`src/rtl/saratoga.sv`:
```
// Shared interrupt definitions: CSR bit layout, trap cause codes, request FSM states.
// Latency: n/a (types and constants only).
// Backpressure: n/a.
package saratoga;

    // mip/mie bit layout: standard machine sources plus ten platform lines at 16..25.
    typedef struct packed {
        logic [5:0] rsv_31_26;
        logic [9:0] plat;       // codes 16..25, UART0RX..GPIOC1
        logic [3:0] rsv_15_12;
        logic       meip;       // bit 11
        logic [2:0] rsv_10_8;
        logic       mtip;       // bit 7
        logic [2:0] rsv_6_4;
        logic       msip;       // bit 3
        logic [2:0] rsv_2_0;
    } interrupt_csr_t;

    localparam int IRQ_CODE_WIDTH = 5;
    localparam int IRQ_NUM_SRC    = 13;
    localparam int IRQ_NUM_PLAT   = 10;

    localparam logic [IRQ_CODE_WIDTH-1:0] TRAP_CODE_MSI   = 5'd3;
    localparam logic [IRQ_CODE_WIDTH-1:0] TRAP_CODE_MTI   = 5'd7;
    localparam logic [IRQ_CODE_WIDTH-1:0] TRAP_CODE_MEI   = 5'd11;
    localparam logic [IRQ_CODE_WIDTH-1:0] TRAP_CODE_PLAT0 = 5'd16;

    // Index 0 is the highest priority. MSI deliberately sits above MTI.
    localparam logic [IRQ_CODE_WIDTH-1:0] IRQ_PRIO_ORDER [IRQ_NUM_SRC] = '{
        TRAP_CODE_MEI, TRAP_CODE_MSI, TRAP_CODE_MTI,
        5'd16, 5'd17, 5'd18, 5'd19, 5'd20, 5'd21, 5'd22, 5'd23, 5'd24, 5'd25
    };

    typedef enum logic [1:0] {
        IDLE = 2'd0,
        REQ  = 2'd1,
        HOLD = 2'd2
    } irq_state_t;

endpackage

```
`src/rtl/irq_prio_enc.sv`:
```
// Fixed-priority encoder: eligible interrupt vector -> winning trap cause code.
// Latency: combinational.
// Backpressure: none.
// Ports: eligible (32b in), vld (any winner), code (5b cause of winner).
module irq_prio_enc
    import saratoga::*;
(
    input  logic [31:0]               eligible,
    output logic                      vld,
    output logic [IRQ_CODE_WIDTH-1:0] code
);

    // Walk lowest priority first so the highest-priority hit is the last write.
    always_comb begin
        vld  = 1'b0;
        code = '0;
        for (int k = IRQ_NUM_SRC - 1; k >= 0; k--) begin
            if (eligible[IRQ_PRIO_ORDER[k]]) begin
                vld  = 1'b1;
                code = IRQ_PRIO_ORDER[k];
            end
        end
    end

endmodule

```
`src/rtl/irq_ctrl.sv`:
```
// Machine interrupt controller: edge/level pending, enable gating, priority select, request handshake to core.
// Latency: src_plat edge at clock N -> mip after N -> irq_req after N+1 (+2 with IRQ_CTRL_SYNC_EN).
// Backpressure: request held with stable code until trap_ack; withdrawn if its source stops being eligible.
// Ports: clk, rst (async, active-high); src_plat[9:0] edge lines; src_mei/mti/msi level lines;
//        mie, mstatus_mie, pend_clr, trap_ack from the core; mip, irq_req, irq_code to the core.
// Build option: IRQ_CTRL_SYNC_EN adds a two-flop synchroniser on src_plat.
module irq_ctrl
    import saratoga::*;
#(
    parameter logic [31:0] SRC_MASK = 32'h03FF_0888
) (
    input  logic                      clk,
    input  logic                      rst,
    input  logic [IRQ_NUM_PLAT-1:0]   src_plat,
    input  logic                      src_mei,
    input  logic                      src_mti,
    input  logic                      src_msi,
    input  logic [31:0]               mie,
    input  logic                      mstatus_mie,
    input  logic [31:0]               pend_clr,
    input  logic                      trap_ack,
    output logic [31:0]               mip,
    output logic                      irq_req,
    output logic [IRQ_CODE_WIDTH-1:0] irq_code
);

    logic [IRQ_NUM_PLAT-1:0] plat_line;

`ifdef IRQ_CTRL_SYNC_EN
    localparam int PRIME_LEN = 3;
    logic [IRQ_NUM_PLAT-1:0] sync1_q, sync2_q;

    always_ff @(posedge clk or posedge rst) begin
        if (rst) begin
            sync1_q <= '0;
            sync2_q <= '0;
        end else begin
            sync1_q <= src_plat;
            sync2_q <= sync1_q;
        end
    end
    assign plat_line = sync2_q;
`else
    localparam int PRIME_LEN = 1;
    assign plat_line = src_plat;
`endif

    logic [IRQ_NUM_PLAT-1:0] samp_q;
    logic [IRQ_NUM_PLAT-1:0] pend_q;
    logic [PRIME_LEN-1:0]    prime_q;
    logic [IRQ_NUM_PLAT-1:0] edge_det;
    logic [IRQ_NUM_PLAT-1:0] ack_clr;
    logic [IRQ_NUM_PLAT-1:0] pend_d;
    logic                    ack_take;
    logic                    unused_pend_clr;

    irq_state_t                state_q, state_d;
    logic                      req_d;
    logic [IRQ_CODE_WIDTH-1:0] code_d;
    logic [IRQ_CODE_WIDTH-1:0] enc_code;
    logic                      enc_vld;
    logic [31:0]               eligible;
    interrupt_csr_t            csr_view;

    // prime_q fills with ones after reset release; until the sampler holds a real
    // post-reset sample, a line that was already high must not look like an edge.
    assign edge_det = plat_line & ~samp_q & {IRQ_NUM_PLAT{&prime_q}};

    // trap_ack only counts while a request is actually outstanding.
    assign ack_take = (state_q == REQ) && trap_ack;

    always_comb begin
        ack_clr = '0;
        for (int i = 0; i < IRQ_NUM_PLAT; i++) begin
            ack_clr[i] = ack_take && (irq_code == TRAP_CODE_PLAT0 + IRQ_CODE_WIDTH'(i));
        end
    end

    // A new edge in the same cycle as a clear wins, so no event is lost.
    assign pend_d = (pend_q & ~(pend_clr[25:16] | ack_clr)) | edge_det;

    assign unused_pend_clr = ^{pend_clr[31:26], pend_clr[15:0]};

    always_ff @(posedge clk or posedge rst) begin
        if (rst) begin
            samp_q  <= '0;
            pend_q  <= '0;
            prime_q <= '0;
        end else begin
            samp_q  <= plat_line;
            pend_q  <= pend_d;
            prime_q <= (prime_q << 1) | PRIME_LEN'(1);
        end
    end

    always_comb begin
        csr_view      = '0;
        csr_view.plat = pend_q;
        csr_view.meip = src_mei;
        csr_view.mtip = src_mti;
        csr_view.msip = src_msi;
    end

    assign mip      = csr_view & SRC_MASK;
    assign eligible = mip & mie & SRC_MASK & {32{mstatus_mie}};

    irq_prio_enc u_prio_enc (
        .eligible (eligible),
        .vld      (enc_vld),
        .code     (enc_code)
    );

    // Code is latched on entry to REQ and never re-evaluated there: no preemption.
    // HOLD gives the core one cycle to clear mstatus_mie before we look again.
    always_comb begin
        state_d = state_q;
        req_d   = 1'b0;
        code_d  = irq_code;
        unique case (state_q)
            IDLE: begin
                if (enc_vld) begin
                    state_d = REQ;
                    req_d   = 1'b1;
                    code_d  = enc_code;
                end
            end
            REQ: begin
                if (trap_ack) begin
                    state_d = HOLD;
                end else if (!eligible[irq_code]) begin
                    state_d = IDLE;
                end else begin
                    req_d = 1'b1;
                end
            end
            HOLD:    state_d = IDLE;
            default: state_d = IDLE;
        endcase
    end

    always_ff @(posedge clk or posedge rst) begin
        if (rst) begin
            state_q  <= IDLE;
            irq_req  <= 1'b0;
            irq_code <= '0;
        end else begin
            state_q  <= state_d;
            irq_req  <= req_d;
            irq_code <= code_d;
        end
    end

endmodule

```
`config.mk`:
```
export PLATFORM = sky130hd
export DESIGN_NAME = irq_ctrl
export DESIGN_NICKNAME = d
export VERILOG_FILES = /design/src/rtl/saratoga.sv /design/src/rtl/irq_prio_enc.sv /design/src/rtl/irq_ctrl.sv
export SDC_FILE = /design/constraint.sdc
export NUM_CORES = 1
export LEC_CHECK = 0
export ABC_AREA = 1
export CORE_MARGIN = 2
export CORE_UTILIZATION = 32
export CTS_BUF_LIST = sky130_fd_sc_hd__clkbuf_8
export CTS_CLUSTER_DIAMETER = 200
export DETAILED_ROUTE_END_ITERATION = 8
export PLACE_DENSITY = 0.76
export SLEW_MARGIN = 20
export SYNTH_ARGS = -nofsm -noshare
export SYNTH_HDL_FRONTEND = slang
export SYNTH_SLANG_ARGS = --single-unit
```
`constraint.sdc`:
```
create_clock -name clk -period 1.2 [get_ports clk]
set_input_delay 0.12 -clock clk [delete_from_list [all_inputs] [get_ports clk]]
set_output_delay 0.12 -clock clk [all_outputs]
set_load 0.02 [all_outputs]
```
==> flow_summary_export.csv <==
group,metric,value,unit
place,gp_congestion,0.827,
clocking,htree_levels,2,
sta,finalCritPeriodShare,113,%
sta,post-route-min-period,1.36,ns
logic_synthesis,syn_area,1640,um^2
sta,rsz0062_at_grt,"yes",
floorplan,ios,119,
floorplan,rows,26,
final_layout,nNetsFinal,384,
final_layout,syn_to_final_growth,76.8,%
sta,slew_viol_final,0,
sta,setup_ws,-0.159,ns
worst_setup_path,cp.required,1.36,ns
logic_synthesis,synth_area_leaders,"dfrtp_1, buf_4, nand2_1, o21ai_0, inv_1",
sta,hold_violations,0,
global_route,grt_first_pass_wirelength,7850,um
logic_synthesis,synth.avg_cell_area,8.27,um^2
worst_setup_path,arrival,1.52,ns
min_path,min_path_type,"in2async",
final_layout,final_cell_mix,"buf_4, clkdlybuf4s50_1, nand2_1",
floorplan,die_w,75.5,um
clocking,cts_root_buf,"clkbuf_8",
worst_setup_path,reg2reg_from,"irq_code[2]",
detailed_routing,wl_met3,292,um
final_layout,finalNonFillerCells,374,
run,cap_violations,0,
final_layout,mostFrequentLayoutCell,"buf_4",
logic_synthesis,ys_seq_area_share,44.3,%
worst_setup_path,crit_start,"irq_code[2]",
logic_synthesis,yosysWarningCount,0,
logic_synthesis,yosys.area.top_type,"dfrtp_1",
final_layout,fillCellCount,445,
global_route,overflow,0,
detailed_routing,wl_met2,2520,um
worst_setup_path,crit_type,"reg2reg",
run_status,outcome,"complete, but fails checks",
sta,finalSetupViolCount,14,
detailed_routing,drtIter0Drc,51,
global_route,antenna_found_initial,0,
detailed_routing,drt-vias-per-instance,4.51,
clocking,clockBufferDepth,2,
floorplan,dieArea,5700,um^2
pwr,power_density,1530,nW/um^2
final_layout,antenna_cells,0,
detailed_routing,antenna_left,0,
global_route,grt_pass1_vias,1695,
logic_synthesis,ys_seq_elements,29,
detailed_routing,wl_met1,1970,um
logic_synthesis,yosys.area.top_type_share,44.3,%
logic_synthesis,syn-instance-count,198,
place,place_inst,359,
clocking,clk_pin_slew,0.06,ns
run_status,violations,"setup timing",
worst_setup_path,end_kind,"flop",
clocking,cts_tree,"built",
clocking,numCtsBuffers,5,
detailed_routing,wire_per_inst,13.0,um
floorplan,fp.dieH,75.5,um
sta,max_freq,0.736,GHz
worst_setup_path,path_max_fanout,4,
floorplan,core-area,5010,um^2
floorplan,start_util,32.7,%
clocking,numClockSinks,29,
clocking,cts-hold-fix-buffers,0,
detailed_routing,routed.top_layer,"met4",
global_route,grt_util_all_layers,18.8,%
pwr,totalPowerFinal,0.00443,W
place,dp_hpwl,3680,um
clocking,clock_latency,0.28,ns
detailed_routing,drc_errors,0,
detailed_routing,vias,1687,
detailed_routing,dr.pass1.iters,4,
detailed_routing,wirelength,4850,um
logic_synthesis,synth_cell_types,30,
worst_setup_path,crit_path_start_kind,"flop",
pwr,p_leak,1.36,nW
pwr,vdd_ir_drop_max,715,uV
sta,finClkSkew,0.00309,ns
global_route,grt_max_degree,30,
place,port_buffers,58,
final_layout,drive_above_1_share,45.4,%
-- metal layers --
metal | vias to the layer above | global-route usage [%]
met5 | - | 0
li1 | 823 | -
met3 | 8 | 4.76
met1 | 794 | 21.8
met4 | 0 | 6.24
met2 | 62 | 33.6
-- report_power, final --
part           leakage (nW)  switching, W  internal [W]
clock                0.0519      0.000344      0.000385
sequential            0.339      0.000231       0.00117
combinational         0.965       0.00125       0.00106
total                  1.36       0.00182       0.00261
-- state kept, by name (all words and copies together), names as in the netlist --
signal,flops
state_q,2
pend_q,10
samp_q,10
irq_req,1
irq_code,5
prime_q,1
-- Yosys cell counts --
| cell | instances |
|---|---|
| a21oi_1 | 7 |
| nand3_1 | 12 |
| buf_6 | 1 |
| nand2_2 | 3 |
| nand3_2 | 4 |
| nand2_4 | 1 |
| nand2_1 | 43 |
| a32o_1 | 1 |
| a31oi_1 | 2 |
| nand3b_1 | 2 |
| o21ai_0 | 13 |
| o31ai_1 | 2 |
| nand3b_2 | 1 |
| o22ai_2 | 1 |
| nand3_4 | 1 |
| conb_1 | 2 |
| a22o_1 | 2 |
| o22ai_1 | 1 |
| inv_1 | 17 |
| nand4_1 | 2 |
| nor3_1 | 3 |
| nor2_1 | 17 |
| o21a_1 | 1 |
| nor2_4 | 1 |
| dfrtp_1 | 29 |
| o221ai_1 | 1 |
| a21oi_2 | 1 |
| inv_2 | 2 |
| buf_4 | 22 |
| nor2_2 | 3 |
-- worst paths after layout --
check	depth (start not counted)	slack (ns)	end
worst max-delay path	6	-0.16	pend_q[3]
worst min-delay path	3	0.17	pend_q[2]
worst max register to register	6	-0.16	pend_q[3]
worst min register to register	1	0.42	pend_q[0]
max in group asynchronous	3	0.85	irq_code[1]
min in group clk	1	0.31	samp_q[3]
-- area by class of cell --
type | count | area, um^2 | area share [%]
Multi-Input combinational cell | 145 | 985 | 34.0
Sequential cell | 29 | 743 | 25.7
Timing Repair Buffer | 103 | 921 | 31.8
Clock buffer | 5 | 68.8 | 2.38
Inverter | 19 | 76.3 | 2.64
Tap cell | 70 | 87.6 | 3.03
Clock inverter | 3 | 11.3 | 0.389
-- kinds of logic (layout without fill, tap and decap cells) --
family / after synthesis / count (layout) / share of synthesized area [%]
compound gates: 32 / 32 / 12.2
simple gates: 93 / 93 / 27.9
flops: 29 / 29 / 44.3
other cells: 2 / 20 / 0.459
buf+inv: 42 / 130 / 15.1
-- critical path, cell delays in order (launching register included) --
cell	delay [ns]
dfrtp_2	0.45
nor2_2	0.12
nand2_1	0.08
nor3_2	0.16
buf_4	0.18
a21oi_2	0.06
a22o_1	0.19
-- per-stage QoR --
step | cell area, um^2 | hold WS (ns) | TNS (ns) | utilization, % | worst slack, ns
floorplan | 1800 | 0.151 | -0.487 | - | -0.0850
global placement | 2600 | 0.412 | -5.84 | 51.9 | -0.476
detailed placement | 2600 | 0.423 | -6.27 | 51.9 | -0.559
CTS | 2810 | 0.173 | -1.12 | 56.1 | -0.160
global route | 2890 | 0.206 | -2.16 | 57.7 | -0.204
finish | 2890 | 0.172 | -1.04 | 57.7 | -0.159
-- what timing repair did --
| item | in CTS | in global routing |
|---|---|---|
| setup endpoints to repair | 36 | 24 |
| cloned | 1 | 0 |
| endpoints found under the hold margin | 0 | 0 |
| buffers inserted | 3 | 4 |
| pin swaps | 15 | 13 |
| resized for setup | 89 | 33 |
Note: power is estimated with default switching activity, not from simulation.
